<file path="src/rtl/deserializer_pkg.sv">
// Shared constants and helpers for the deserializer block.
// Supplies the counter-width function used by the top level.
package deserializer_pkg;

   // Ceiling log2, never less than 1 so a counter always has at least one bit.
   function automatic int unsigned clog2(input int unsigned value);
      int unsigned result;
      int unsigned span;
      result = 0;
      span   = 1;
      while (span < value) begin
         span   = span * 2;
         result = result + 1;
      end
      if (result == 0) begin
         result = 1;
      end
      return result;
   endfunction

endpackage

</file>
<file path="src/rtl/deserializer_if.sv">
// Symbol-in / word-out bus of the deserializer.
// master: symbol producer and word consumer; slave: the deserializer itself.
interface deserializer_if #(
   parameter int unsigned depth = 4,
   parameter int unsigned width = 8
);
   logic [width-1:0]       serial_in;
   logic                   serial_valid;
   logic                   serial_sync;
   logic                   serial_ready;
   logic [depth*width-1:0] parallel_out;
   logic                   out_valid;
   logic                   out_ready;
   logic                   partial_drop;

   modport master (
      output serial_in, serial_valid, serial_sync, out_ready,
      input  serial_ready, parallel_out, out_valid, partial_drop
   );

   modport slave (
      input  serial_in, serial_valid, serial_sync, out_ready,
      output serial_ready, parallel_out, out_valid, partial_drop
   );
endinterface

</file>
<file path="src/rtl/deserializer_shifter.sv">
// Shift register of `stages` symbols; new symbols enter the top slice and
// older ones move toward the LSB slice. Storage is intentionally unreset.
module deserializer_shifter #(
   parameter int unsigned stages = 3,
   parameter int unsigned width  = 8
) (
   input  logic                      clock,
   input  logic                      enable,
   input  logic                      load,
   input  logic [stages*width-1:0]   parallel_in,
   input  logic [width-1:0]          serial_in,
   output logic [stages*width-1:0]   parallel_out
);
   logic [stages*width-1:0] data_q;
   logic [stages*width-1:0] shifted;

   if (stages > 1) begin : gen_multi
      assign shifted = {serial_in, data_q[stages*width-1:width]};
   end else begin : gen_single
      assign shifted = serial_in;
   end

   // Parallel load wins over a shift.
   always_ff @(posedge clock) begin
      if (load) begin
         data_q <= parallel_in;
      end else if (enable) begin
         data_q <= shifted;
      end
   end

   assign parallel_out = data_q;
endmodule

</file>
<file path="src/rtl/deserializer.sv">
// Deserializer: collects `depth` symbols of `width` bits into one word,
// first symbol in the LSB slice, with valid/ready handshakes on both sides.
// Optional sticky partial-word flag: define DESERIALIZER_PARTIAL_DROP_EN.
module deserializer
   import deserializer_pkg::*;
#(
   parameter int unsigned depth = 4,
   parameter int unsigned width = 8
) (
   input logic           clock,
   input logic           reset,
   deserializer_if.slave bus
);
   localparam int unsigned     cnt_w      = clog2(depth);
   localparam logic [cnt_w-1:0] last_count = cnt_w'(depth - 1);

   if (depth < 2) begin : gen_bad_depth
      $error("deserializer: depth must be at least 2");
   end
   if (width < 1) begin : gen_bad_width
      $error("deserializer: width must be at least 1");
   end

   logic [cnt_w-1:0]             count_q, count_d;
   logic                         valid_q, valid_d;
   logic [depth*width-1:0]       word_q, word_d;
   logic [(depth-1)*width-1:0]   stored;
   logic                         ready;
   logic                         transfer;
   logic                         accept;
   logic                         at_last;
   logic                         complete;

   assign at_last = (count_q == last_count);
   // Stall only the final symbol, and only while the held word is not leaving.
   assign ready    = !(at_last && valid_q && !bus.out_ready);
   assign transfer = bus.serial_valid && ready;
   assign accept   = valid_q && bus.out_ready;
   // A sync symbol restarts the word, so it never completes one.
   assign complete = transfer && !bus.serial_sync && at_last;

   // Symbols 0..depth-2 live in the shifter; the last one is taken straight
   // from serial_in. The counter only reaches depth-1 after depth-1 fresh
   // shifts, so unreset shifter contents can never appear in a word.
   deserializer_shifter #(
      .stages (depth - 1),
      .width  (width)
   ) u_shifter (
      .clock        (clock),
      .enable       (transfer),
      .load         (1'b0),
      .parallel_in  ('0),
      .serial_in    (bus.serial_in),
      .parallel_out (stored)
   );

   // Next-state for the symbol counter and the output word register.
   always_comb begin
      count_d = count_q;
      valid_d = valid_q;
      word_d  = word_q;
      if (transfer) begin
         if (bus.serial_sync) begin
            count_d = cnt_w'(1);
         end else if (at_last) begin
            count_d = '0;
         end else begin
            count_d = count_q + cnt_w'(1);
         end
      end
      if (complete) begin
         valid_d = 1'b1;
         word_d  = {bus.serial_in, stored};
      end else if (accept) begin
         valid_d = 1'b0;
      end
   end

   // State registers with synchronous reset.
   always_ff @(posedge clock) begin
      if (reset) begin
         count_q <= '0;
         valid_q <= 1'b0;
         word_q  <= '0;
      end else begin
         count_q <= count_d;
         valid_q <= valid_d;
         word_q  <= word_d;
      end
   end

`ifdef DESERIALIZER_PARTIAL_DROP_EN
   logic drop_q, drop_d;

   // Sticky: set when a sync symbol arrives mid-word.
   always_comb begin
      drop_d = drop_q;
      if (transfer && bus.serial_sync && (count_q != '0)) begin
         drop_d = 1'b1;
      end
   end

   // Flag register, cleared only by reset.
   always_ff @(posedge clock) begin
      if (reset) begin
         drop_q <= 1'b0;
      end else begin
         drop_q <= drop_d;
      end
   end

   assign bus.partial_drop = drop_q;
`else
   assign bus.partial_drop = 1'b0;
`endif

   assign bus.serial_ready = ready;
   assign bus.parallel_out = word_q;
   assign bus.out_valid    = valid_q;
endmodule

</file>
<file path="src/flat_wrapper.sv">
// flat-port wrapper written by rule: the top's interface ports become plain ports
module deserializer_flat import deserializer_pkg::*;
#(
   parameter int unsigned depth = 4,
   parameter int unsigned width = 8
)
  (clock, reset, bus_serial_in, bus_serial_valid, bus_serial_sync, bus_out_ready, bus_serial_ready, bus_parallel_out, bus_out_valid, bus_partial_drop);
  deserializer_if #(.depth(depth), .width(width)) bus_i ();
  input logic clock;
  input logic reset;
  input wire logic [$bits(bus_i.serial_in)-1:0] bus_serial_in;
  input wire logic [$bits(bus_i.serial_valid)-1:0] bus_serial_valid;
  input wire logic [$bits(bus_i.serial_sync)-1:0] bus_serial_sync;
  input wire logic [$bits(bus_i.out_ready)-1:0] bus_out_ready;
  output wire logic [$bits(bus_i.serial_ready)-1:0] bus_serial_ready;
  output wire logic [$bits(bus_i.parallel_out)-1:0] bus_parallel_out;
  output wire logic [$bits(bus_i.out_valid)-1:0] bus_out_valid;
  output wire logic [$bits(bus_i.partial_drop)-1:0] bus_partial_drop;
  assign bus_i.serial_in = bus_serial_in;
  assign bus_i.serial_valid = bus_serial_valid;
  assign bus_i.serial_sync = bus_serial_sync;
  assign bus_i.out_ready = bus_out_ready;
  assign bus_serial_ready = bus_i.serial_ready;
  assign bus_parallel_out = bus_i.parallel_out;
  assign bus_out_valid = bus_i.out_valid;
  assign bus_partial_drop = bus_i.partial_drop;
  deserializer #(.depth(depth), .width(width)) u_core (.clock(clock), .reset(reset), .bus(bus_i));
endmodule
</file>
<file path="config.mk">
export PLATFORM = sky130hd
export DESIGN_NAME = deserializer_flat
export DESIGN_NICKNAME = d
export VERILOG_FILES = /design/src/rtl/deserializer_pkg.sv /design/src/rtl/deserializer_if.sv /design/src/rtl/deserializer_shifter.sv /design/src/rtl/deserializer.sv /design/src/flat_wrapper.sv
export SDC_FILE = /design/constraint.sdc
export NUM_CORES = 1
export LEC_CHECK = 0
export CORE_MARGIN = 1
export CORE_UTILIZATION = 51
export DETAILED_ROUTE_END_ITERATION = 12
export GPL_TIMING_DRIVEN = 0
export PLACE_DENSITY_LB_ADDON = 0.2
export SLEW_MARGIN = 20
export SYNTH_ARGS = -nofsm -noshare
export SYNTH_HDL_FRONTEND = slang
export SYNTH_HIERARCHICAL = 1
export SYNTH_SLANG_ARGS = --single-unit
export TNS_END_PERCENT = 5
</file>
<file path="constraint.sdc">
create_clock -name clock -period 2.1 [get_ports clock]
set_input_delay 0.21 -clock clock [delete_from_list [all_inputs] [get_ports clock]]
set_output_delay 0.21 -clock clock [all_outputs]
set_load 0.02 [all_outputs]
</file>
Yosys cells after proc, flatten, opt, wreduce, memory -nomap -nowiden --
Cells that the tools add are included.
Word-level totals: bits in registers 59, input port bits 13, word-level logic and storage cells 20
Operators by class: $add $sub $neg 1, eq/ne operators 1, muxes and demuxes 4, reductions and logical operators 10
Operator list (count):
- $logic_and 1x1->1 | 6
- $mux 2 | 2
- $logic_not 1->1 | 3
- $add 2x1->2 const B | 1
- $eq 2x2->1 const B | 1
- $mux 1 | 2
- $reduce_bool 2->1 | 1

Logic depth before layout (Yosys ltp) --
depth in word-level cells 8, gate-level depth with buffers 6

Modules after synthesis --
Netlist, hierarchy kept.
Modules (own cells, without submodules):
- deserializer | instances 1, cells an instance 159, area each 1626.6 um2, seq. area each 700.7 um2
- deserializer_shifter | instances 1, cells an instance 52, area each 1119.8 um2, seq. area each 720.7 um2

Worst setup path after synthesis --
No wires, ideal clock.
path kind register -> register, start register u_core.count_q[0], end register u_core.u_shifter.data_q[0], in the netlist u_core/u_shifter/parallel_out[0] (enable), data arrival time 1.552 ns, slack 0.166 ns, cell stages (with the launch flop) 5, path buffers 0, clock period less this slack 1.934 ns, cell sequence dfxtp_1 ha_1 nand3b_1 and2_1 or2_1
On the way: word-level cells in the longest chain between the ends 5
Ends and longest elaborated chain:
- start: declaration | line deserializer.sv:24 | logic [cnt_w-1:0] count_q, count_d;
- start signal: assignment | line deserializer.sv:86 | count_q <= count_d;
- $eq 2x2->1 | line deserializer.sv:34 | assign at_last = (count_q == last_count);
- $logic_and 1x1->1 (2 in series) | line deserializer.sv:36 | assign ready = !(at_last && valid_q && !bus.out_ready);
- $logic_not 1->1 | line deserializer.sv:36
- net bus_serial_ready | line flat_wrapper.sv:15 | output wire logic [$bits(bus_i.serial_ready)-1:0] bus_serial_ready;
- $logic_and 1x1->1 | line deserializer.sv:37 | assign transfer = bus.serial_valid && ready;
- net u_core.transfer | line deserializer.sv:29 | logic transfer;
- end signal: assignment | line deserializer_shifter.sv:26 | data_q <= parallel_in;
- end signal: assignment | line deserializer_shifter.sv:28 | data_q <= shifted;
- end: declaration | line deserializer_shifter.sv:14 | logic [stages*width-1:0] data_q;
The timed path passes the listed nets, and every way through them passes these cells. A chain may end at the register's enable or synchronous reset.

Worst setup path after layout --
start register u_core.count_q[0], end output port bus_serial_ready
On the way: word-level cells in the longest chain between the ends 4
Ends and longest elaborated chain (line):
- $eq 2x2->1 | deserializer.sv:34
- $logic_and 1x1->1 (2 in series) | deserializer.sv:36
- $logic_not 1->1 | deserializer.sv:36
- end: declaration | flat_wrapper.sv:15
Every way passes these cells.

==> results.json <==
{
  "fmax_mhz": 536.2,
  "cts.sinks": 59,
  "synth.yosys.seq_area_share_pct": 51.75,
  "holdBufCountCts": 0,
  "tritoncts": "built",
  "routed-via-count": 1694,
  "cts_resized": 1,
  "insertion_delay_ns": 0.32,
  "ys_seq_elements": 59,
  "grt_pass1_vias": 1608,
  "busiest_layer": "met2",
  "drtIter0Drc": 75,
  "use_met3_pct": 5.423,
  "final_common_cell": "nand2b_1",
  "switchingPower_mw": 0.5343,
  "numCtsBuffers": 9,
  "fin_skew_ns": 0.006754,
  "drt_wl_total_mm": 4.811,
  "powerDensity_nw_per_um2": 687.1,
  "start_kind": "flip-flop",
  "grt_overflow": 0,
  "clockPowerShare_pct": 38.2,
  "dpl.hpwl_mm": 3.310,
  "layout_common_cells": "nand2b_1, clkdlybuf4s50_1, dfxtp_1",
  "tns_ns": 0,
  "die_w_um": 75.39,
  "start_util_pct": 53.43,
  "syn_inst": 211,
  "syn_area_per_cell_um2": 13.02,
  "required_ns": 1.89,
  "place_area_um2": 3378,
  "path_cells": "ha_1, nand3b_1, clkdlybuf4s50_1",
  "path_buf_inv": 1,
  "syn-cell-area_um2": 2746,
  "cpMaxStageDelayCell": "clkdlybuf4s50_1",
  "min_path_type": "in -> reg",
  "met1_usage_pct": 22.65,
  "design.die.area_um2": 5683,
  "grt_usage_pct": 19.03,
  "crit_path_max_incr_delay_ns": 0.63,
  "avgRoutedWirePerCell_um": 13.14,
  "critPathTopFamily": "buffers and inverters",
  "final-hold-violation-count": 0,
  "rsz0062_at_grt": "false",
  "cts_max_path_buffers": 2,
  "crit_fanout": 4,
  "final_util_pct": 69.21,
  "core_um2": 5140,
  "yosysWarningCount": 6,
  "drc_errors": 0,
  "fill_cells": 422,
  "path_class": "reg -> out",
  "synth_cell_types": 23,
  "dp.cells": 351,
  "drt-pass1-iter-count": 4,
  "area_growth_syn_to_layout_pct": 29.52,
  "groute.layer.met2.usage_pct": 31.45,
  "cts_max_level": 3,
  "die_h_um": 75.39,
  "p_int_mw": 1.910,
  "clkSlewWorstSetupHoldPaths_ns": 0.06,
  "worst_pin_slew_ns": 0.5733,
  "ioPinCount": 48,
  "ant_nets": 0,
  "rows": 26,
  "num_antenna_cells": 0,
  "io_buffers": 45,
  "cp.arrival_ns": 1.65,
  "root_buffer": "clkbuf_8",
  "post_cts_buffers": 0,
  "stdcell_count": 366,
  "period_share_pct": 88.80,
  "power_frac_comb_pct": 9.0,
  "layout_min_cycle_time_ns": 1.865,
  "finalNetCount": 306,
  "worst_slew_margin_rel_pct": 61.78,
  "pwr-share-seq_pct": 52.8,
  "layout-drive-gt1-share_pct": 16.22,
  "design_area_um2": 3557,
  "vdd_drop_max_mv": 0.4103,
  "grt_first_pass_wirelength_mm": 7.603,
  "power.total_mw": 2.444,
  "grt_max_degree": 25,
  "setup_violations": 0,
  "status": "finished clean",
  "viasPerCell": 4.628,
  "drv_cap": 0,
  "p_sw_share_pct": 21.86,
  "antenna_found_initial": 0,
  "gp_congestion": 0.7596,
  "leakagePower_nw": 1.321,
  "crit_path_end_kind": "primary output",
  "slew_violations": 0
}
[through the flow]
stage                     hold slack (ns)  setup slack, ns
after floorplan                    0.3404           0.1662
after global placement             0.4581          -0.1459
after detailed placement           0.4613          -0.1530
after CTS                          0.2667           0.2149
after global routing               0.3082           0.1607
final                              0.2861           0.2352
[logic make-up (layout without fill, tap and decap cells)]
group	after synthesis	count (layout)	share of synthesized area, %
simple gates	75	75	16.99
flops	59	59	51.75
mux	56	56	24.10
buf+inv	15	75	5.740
compound gates	4	4	0.8200
fa+ha+maj	1	1	0.4555
other cells	1	26	0.1365
[Yosys cell counts, drive strengths merged]
cell	count	area, µm²
nand2b	66	412.9
o21ai	1	5.000
a211oi	1	7.510
edfxtp	24	720.7
and2	1	6.260
nor3b	1	7.510
nor2	2	7.510
conb	1	3.750
a21oi	2	10.01
or2	1	6.260
mux2	24	341.6
ha	1	12.51
nand3b	2	15.01
dfxtp	35	700.7
mux2i	32	320.3
nand3	1	5.000
clkbuf	6	22.52
buf	9	135.1
nor2b	1	6.260
[area by class of cell]
type                       count  area (µm²)  share of cell area (%)
multi-input combinational    162        1261                   35.46
sequential                    59        1421                   39.96
tap                           70       87.58                   2.462
timing repair buffer          45       450.4                   12.66
clock inverter                 2       10.01                  0.2814
buffer                        15       157.7                   4.432
clock buffer                  13       168.9                   4.749
[power groups by stage]
stage	clock, mW	sequential, mW	combinational [mW]
final	0.933	1.29	0.221
after global routing	1.00	1.29	0.241
after CTS	0.954	1.29	0.218
after detailed placement	0	1.31	0.217
after global placement	0	1.31	0.213
after floorplan	0	1.31	0.162
[sequential cells by signal, summed over array words and instances, names as in the netlist]
name / cells
u_core/bus.out_valid: 1
u_core/count_q: 2
u_core/bus.parallel_out: 32
u_core/u_shifter/parallel_out: 24
[routing by layer]
| metal | routed length, µm | vias to the layer above |
|---|---|---|
| met3 | 200 | 6 |
| met4 | 55 | 0 |
| met2 | 2344 | 40 |
| li1 | - | 855 |
| met1 | 2211 | 793 |
| met5 | 0 | - |
[path summary, 6_finish.rpt]
| kind | startpoint | to | slack (ns) | cells after the start |
|---|---|---|---|---|
| max | u_core/count_q[0] | bus_serial_ready | 0.24 | 3 |
| min | reset | u_core/bus.out_valid | 0.29 | 2 |
| max reg2reg | u_core/count_q[0] | u_core/u_shifter/parallel_out[18] | 0.32 | 4 |
| min reg2reg | u_core/bus.parallel_out[7] | u_core/bus.parallel_out[7] | 0.47 | 2 |
No activity file was read; power rests on OpenSTA's default activity.
